## src/rtl/stream_seq_pkg.sv

```systemverilog
// stream_seq_pkg: shared state encoding and datapath widths for the frame sequencer
package stream_seq_pkg;
  localparam int SAMPLE_W = 16;
  localparam int FRAME_CNT_W = 32;
  typedef enum logic [2:0] {IDLE, FETCH, CAPTURE, PRESENT, DONE} state_t;
endpackage

```

## src/rtl/frame_tick_gen.sv

```systemverilog
// frame_tick_gen: period counter running 0..PERIOD-1 while enable is high, one-cycle tick on the last count
//   clk, reset (async, active-high), enable in; tick out (held low and counter parked at 0 while enable is low)
module frame_tick_gen #(
  parameter int PERIOD = 3125
) (
  input  logic clk,
  input  logic reset,
  input  logic enable,
  output logic tick
);
  logic [15:0] cnt;
  assign tick = enable && cnt == 16'(PERIOD - 1);
  always_ff @(posedge clk or posedge reset)
    if (reset) cnt <= '0;
    else cnt <= (!enable || tick) ? '0 : cnt + 16'd1;
endmodule

```

## src/rtl/stream_frame_sequencer.sv

```systemverilog
// stream_frame_sequencer: fetches one frame of CHANNELS samples per frame tick and forwards them over valid/ready
//   source side: src_read strobe out; src_sample/src_num/src_valid in, presented the cycle after the strobe
//   sink side:   dst_sample/dst_chan/dst_first/dst_valid out, dst_ready in
//   status:      frame_count, busy, done, sticky err_overrun/err_underrun/err_seq; all outputs registered
//   STREAM_SEQ_CHECK_EN: when defined, src_num is checked against the expected channel and drives err_seq
module stream_frame_sequencer
  import stream_seq_pkg::*;
#(
  parameter int CHANNELS = 128,
  parameter int CHANNELS_PW2 = 7,
  parameter int FRAME_PERIOD = 3125
) (
  input  logic                    clk,
  input  logic                    reset,
  input  logic                    enable,
  input  logic [SAMPLE_W-1:0]     src_sample,
  input  logic [SAMPLE_W-1:0]     src_num,
  input  logic                    src_valid,
  output logic                    src_read,
  output logic [SAMPLE_W-1:0]     dst_sample,
  output logic [CHANNELS_PW2-1:0] dst_chan,
  output logic                    dst_first,
  output logic                    dst_valid,
  input  logic                    dst_ready,
  output logic [FRAME_CNT_W-1:0]  frame_count,
  output logic                    busy,
  output logic                    done,
  output logic                    err_overrun,
  output logic                    err_underrun,
  output logic                    err_seq
);
  state_t state, state_n;
  logic [CHANNELS_PW2-1:0] ch_idx, ch_idx_n;
  logic tick, last, capture, frame_end, seq_bad;
  frame_tick_gen #(.PERIOD(FRAME_PERIOD)) u_tick (
    .clk(clk),
    .reset(reset),
    .enable(enable),
    .tick(tick)
  );
  assign last = ch_idx == CHANNELS_PW2'(CHANNELS - 1);
  assign capture = state == CAPTURE && src_valid;
  assign frame_end = state == PRESENT && dst_ready && last;
`ifdef STREAM_SEQ_CHECK_EN
  assign seq_bad = capture && src_num != SAMPLE_W'(ch_idx);
`else
  logic unused_num;
  assign unused_num = ^src_num;
  assign seq_bad = 1'b0;
`endif
  always_comb begin
    state_n = state;
    ch_idx_n = ch_idx;
    case (state)
      IDLE: begin
        state_n = tick ? FETCH : IDLE;
        ch_idx_n = tick ? '0 : ch_idx;
      end
      FETCH:   state_n = CAPTURE;
      CAPTURE: state_n = src_valid ? PRESENT : DONE;
      PRESENT: begin
        state_n = !dst_ready ? PRESENT : last ? IDLE : FETCH;
        ch_idx_n = (dst_ready && !last) ? ch_idx + CHANNELS_PW2'(1) : ch_idx;
      end
      default: state_n = DONE;
    endcase
  end
  // Outputs are decoded from the next state so they line up with the state register without a combinational tail.
  always_ff @(posedge clk or posedge reset)
    if (reset) begin
      state <= IDLE;
      ch_idx <= '0;
      src_read <= 1'b0;
      dst_valid <= 1'b0;
      dst_first <= 1'b0;
      dst_sample <= '0;
      dst_chan <= '0;
      frame_count <= '0;
      busy <= 1'b0;
      done <= 1'b0;
      err_overrun <= 1'b0;
      err_underrun <= 1'b0;
      err_seq <= 1'b0;
    end else begin
      state <= state_n;
      ch_idx <= ch_idx_n;
      src_read <= state_n == FETCH;
      dst_valid <= state_n == PRESENT;
      busy <= state_n inside {FETCH, CAPTURE, PRESENT};
      done <= state_n == DONE;
      if (capture) begin
        dst_sample <= src_sample;
        dst_chan <= ch_idx;
        dst_first <= ch_idx == '0;
      end
      if (frame_end) frame_count <= frame_count + 1'b1;
      if (tick && state != IDLE && state != DONE) err_overrun <= 1'b1;
      if (state == CAPTURE && !src_valid && ch_idx != '0) err_underrun <= 1'b1;
      if (seq_bad) err_seq <= 1'b1;
    end
endmodule

```

## config.mk

```make
export PLATFORM = sky130hd
export DESIGN_NAME = stream_frame_sequencer
export DESIGN_NICKNAME = d
export VERILOG_FILES = /design/src/rtl/stream_seq_pkg.sv /design/src/rtl/frame_tick_gen.sv /design/src/rtl/stream_frame_sequencer.sv
export SDC_FILE = /design/constraint.sdc
export NUM_CORES = 1
export LEC_CHECK = 0
export ABC_AREA = 1
export CORE_ASPECT_RATIO = 0.75
export CORE_MARGIN = 4
export CORE_UTILIZATION = 60
export CTS_CLUSTER_DIAMETER = 60
export DETAILED_ROUTE_END_ITERATION = 10
export DONT_BUFFER_PORTS = 1
export GPL_TIMING_DRIVEN = 0
export PLACE_DENSITY_LB_ADDON = 0.05
export RECOVER_POWER = 25
export SLEW_MARGIN = 15
export SYNTH_ARGS = -nofsm -noshare
export SYNTH_HDL_FRONTEND = slang
export SYNTH_SLANG_ARGS = --single-unit
```

## constraint.sdc

```tcl
create_clock -name clk -period 4 [get_ports clk]
set_input_delay 0.8 -clock clk [delete_from_list [all_inputs] [get_ports clk]]
set_output_delay 0.8 -clock clk [all_outputs]
set_load 0.05 [all_outputs]
```

* Word-level counts from Yosys, hierarchy flattened
Index checks and enable logic that the tools add are counted. Widths: inputs -> output; s select.
Storage, ports and cells: bits in registers 88, input bits 37, output and inout bits 63, word-level logic and storage cells 57
Cells by class: add/subtract/negate cells 3, equality and inequality tests 12, muxes and demuxes 9, reduce and logical (&&, ||, !) cells 20
Operators by type and width (count):
- $add 32x1->32 const B | 1
- $add 16x1->16 const B | 1
- $eq 16x12->1 const B | 1
- $mux 16 | 1
- $mux 7 | 2
- $pmux 7 s2 | 1
- $eq 3x2->1 const B | 4
- $pmux 3 s4 | 1
- $logic_and 1x1->1 | 9
- $add 7x1->7 const B | 1
- $eq 7x7->1 const B | 1
- $logic_not 7->1 | 1
- $reduce_bool 7->1 | 1
- $eq 3x1->1 const B | 2
- $reduce_bool 3->1 | 2
- $eq 3x3->1 const B | 1
- $logic_not 1->1 | 3
- $logic_not 3->1 | 1
- $mux 3 | 1
- $ne 3x3->1 const B | 1
- $reduce_and 3->1 | 1
- $mux 1 | 2
- $mux 2 | 1
- $ne 2x1->1 const B | 1
- 3 further kinds | 3

* Depth between registers and ports, before layout
depth in word-level cells 6, mapped depth 10, depth with buffers taken out 10

* Cells and area by module
From an unflattened synthesis, not the netlist that was laid out.
Second synthesis, totals: cell total of the unflattened synthesis 591, area, all modules 4581.9 µm²
By module, submodules not included:
- stream_frame_sequencer | times used 1, cells each 462, area each 3603.5 µm², seq. area each 1801.7 µm²
- frame_tick_gen | times used 1, cells each 129, area each 978.4 µm², seq. area each 400.4 µm²

* Least setup slack after synthesis
OpenSTA, ideal clock, no wires.
path kind register to register, start point register frame_count[1], end point register frame_count[10], setup time 0.141 ns, data arrival time 1.666 ns, required time 3.859 ns, slack 2.193 ns, stages on the path, launching flop included 8, buffers on the path 0, clock period less this slack 1.807 ns, cell sequence dfrtp_1 > ha_1 > inv_1 > nor2_1 > nand2_1 > nor2_8 > nand2_2 > xnor2_2
On the way: longest elaborated chain between the ends 1
Ends and longest elaborated chain:
- start, declared | line stream_frame_sequencer.sv:25 | output logic [FRAME_CNT_W-1:0] frame_count,
- start signal, assigned | line stream_frame_sequencer.sv:96 | if (frame_end) frame_count <= frame_count + 1'b1;
- $add 32x1->32 | line stream_frame_sequencer.sv:96
No other way between the ends. A chain may end at the register's enable or synchronous reset.

==> results.txt <==
Hold Buf Count CTS = 0
crit-path leading delay family = buffers and inverters
RSZ-0062 raised after global routing = false
Worst Tran Pin Value = 1461 ps
maxcap violations = 0
final hold vios = 0
vias per inst = 5.399
DRC Markers = 0
DR iter-0 viols = 325
Seq/Total Area, Yosys = 46.71%
Mean Syn Cell Area = 7.754 sq um
postcts setup bufs = 0
Root Driver = clkbuf_8
worst r2r path cells = 8
Core Area = 0.007500 sq mm
vias = 3914
CP cell instances = clkinvlp_2 > clkbuf_2
synthesized net count = 650
main combinational cell family by area after synthesis = simple AND/OR/NAND/NOR gates
fmax = 395.4 MHz
hold path start = u_tick.cnt[0]
Die W = 110.4 um
CP startpoint kind = primary input
kind of critical path = primary input to async pin
post-detailed-route count of antenna-violating nets = 0
HP Class = register to register
Nets = 662
Critical Path RT = 4210 ps
initial antenna violation count = 0
vias in the first global route = 3449
WHS Path Cells = 1
Final Cycle Share = 63.23%
Cell Area, Synth = 0.004715 sq mm
crit path time final = 2529 ps
Overflow after GRT = 0
worst path buffer plus inverter count = 2
post-synthesis xor/xnor area fraction = 4.167%
Netlist cell types = 39
n_diodes = 0
multiplexer area fraction after synthesis = 0%
Sum Neg Setup Slack = 0 ps
CP peak stage delay = 1200 ps
final setup fails = 0
Layout Skew = 13.76 ps
Synth-to-Final Area Change = 7.935%
GPL Wtd Cong = 0.9400
Clock Sinks = 88
die height = 84.77 um
Post-Synth Adder-Cell Area = 1.327%
commonest non-fill, non-tap cell in the layout = nand2_1
flop-to-flop setup slack = 1840 ps
crit path capture type = async pin
Max transition margin = 2.601%
drt pass-1 iters = 6
register bit total from synthesis = 88
number of buffers added on ports = 0
largest net degree at the start of global routing = 62
WHS Endpoint = u_tick.cnt[0]
Critical R2R Launch = frame_count[1]
Final Max Slew Viols = 0
CTS tree = done
GRT Total Usage = 23.14%
VDD IR max = 0.0002001 V
H-tree Lvls = 3
Starting Density = 62.86%
CTS buffer count = 9
Power Total = 1.676 mW
Synth Area in Compound Gates = 2.680%
pwr/cell area = 329.3 mW/mm^2
num ports = 100
first-pass GRT wire length = 17.06 mm
layout cells sized above 1 = 9.135%
simple-gate area share of the yosys netlist = 38.00%
per-cell routed wire length = 14.42 um
crit-path max FO = 61
Synth Warn # = 0
Site Rows = 27
DP HPWL = 7.797 mm
die area = 0.009354 sq mm
most frequent cells in the layout = nand2_1 (207), dfrtp_1 (88), nor2_1 (79), inv_1 (67), nand3_1 (40)
worst r2r dst = frame_count[20]
maximum clock insertion buffer count = 2
detailed-route wire length = 10.46 mm
P_leak = 2.641 nW
clk_lat worst skew = 360 ps
status = finished clean
CP Data Arrival Time = 2740 ps
post-CTS resize count = 0
CTS clk-pin slew, worst paths = 90 ps
Mapped Cells = 608
Crit-path slowest cell = clkbuf_2
-- Yosys cell counts, drive strengths merged --
cell type / number / area, sq um
a21o: 1 / 7.510
a21oi: 3 / 15.01
and2: 3 / 18.77
and3: 2 / 12.51
buf: 6 / 53.80
clkbuf: 3 / 11.26
clkinv: 1 / 3.750
conb: 1 / 3.750
dfrtp: 88 / 2202
ha: 5 / 62.56
inv: 70 / 262.8
nand2: 217 / 849.6
nand3: 41 / 217.7
nand3b: 4 / 30.03
nand4: 22 / 143.9
nor2: 94 / 470.5
nor3: 7 / 35.03
nor3b: 1 / 7.510
nor4: 1 / 6.260
o211ai: 1 / 7.510
o21ai: 17 / 88.84
o21bai: 1 / 7.510
xnor2: 9 / 101.4
xor2: 10 / 95.10
-- registers in the layout, summed over array words and instances (netlist names) --
register / count
src_read: 1
dst_valid: 1
err_overrun: 1
dst_sample: 16
dst_first: 1
ch_idx: 7
done: 1
u_tick.cnt: 16
dst_chan: 7
state: 3
frame_count: 32
err_underrun: 1
busy: 1
-- worst max path at each step --
stage	slack (ps)	endpoint	startpoint	cells past startpoint
after floorplan	920	busy	reset	1
after global placement	20	dst_chan[5]	reset	1
after detailed placement	1860	frame_count[20]	frame_count[1]	8
after CTS	1860	frame_count[20]	frame_count[1]	8
after global routing	910	dst_chan[1]	reset	2
final	1470	err_underrun	reset	2
-- kinds of logic after synthesis --
group,after synthesis
compound gates,23
xor+xnor,19
simple gates,392
flops,88
fa+ha+maj,5
other cells,1
buf+inv,80
-- layout make-up --
type	count	area (sq um)
timing repair buffer	1	5.005
sequential	88	2202
buffer	9	65.06
multi-input combinational	440	2181
fill	605	2411
tap	101	126.4
clock buffer	10	137.6
clock inverter	5	103.9
inverter	71	267.8
-- per-stage QoR --
stage / cells / setup WS [ps] / util, % / area, sq um / hold slack (ps)
finish: 725 / 1471 / 67.85 / 5089 / 493.8
global route: 725 / 913.5 / 67.85 / 5089 / 527.0
detailed placement: 710 / 1863 / 64.95 / 4871 / 481.5
CTS: 725 / 1857 / 68.17 / 5112 / 295.7
floorplan: 608 / 921.4 / - / 4715 / 454.7
global placement: 709 / 21.04 / 64.55 / 4841 / 478.1
-- power breakdown --
group / switching, mW / internal, mW
registers: 0.00261 / 0.891
clock network: 0.321 / 0.430
logic: 0.0255 / 0.00535
-- routing by layer --
metal  global-route usage [%]  part of all wire, %  vias up
li1                         -                    -     1922
met1                    35.75                   49     1838
met2                    31.55                   42      146
met3                    7.686                  9.0        8
met4                    4.586                 0.66        0
met5                        0                    0        -
No activity file was read; power rests on OpenSTA's default activity.
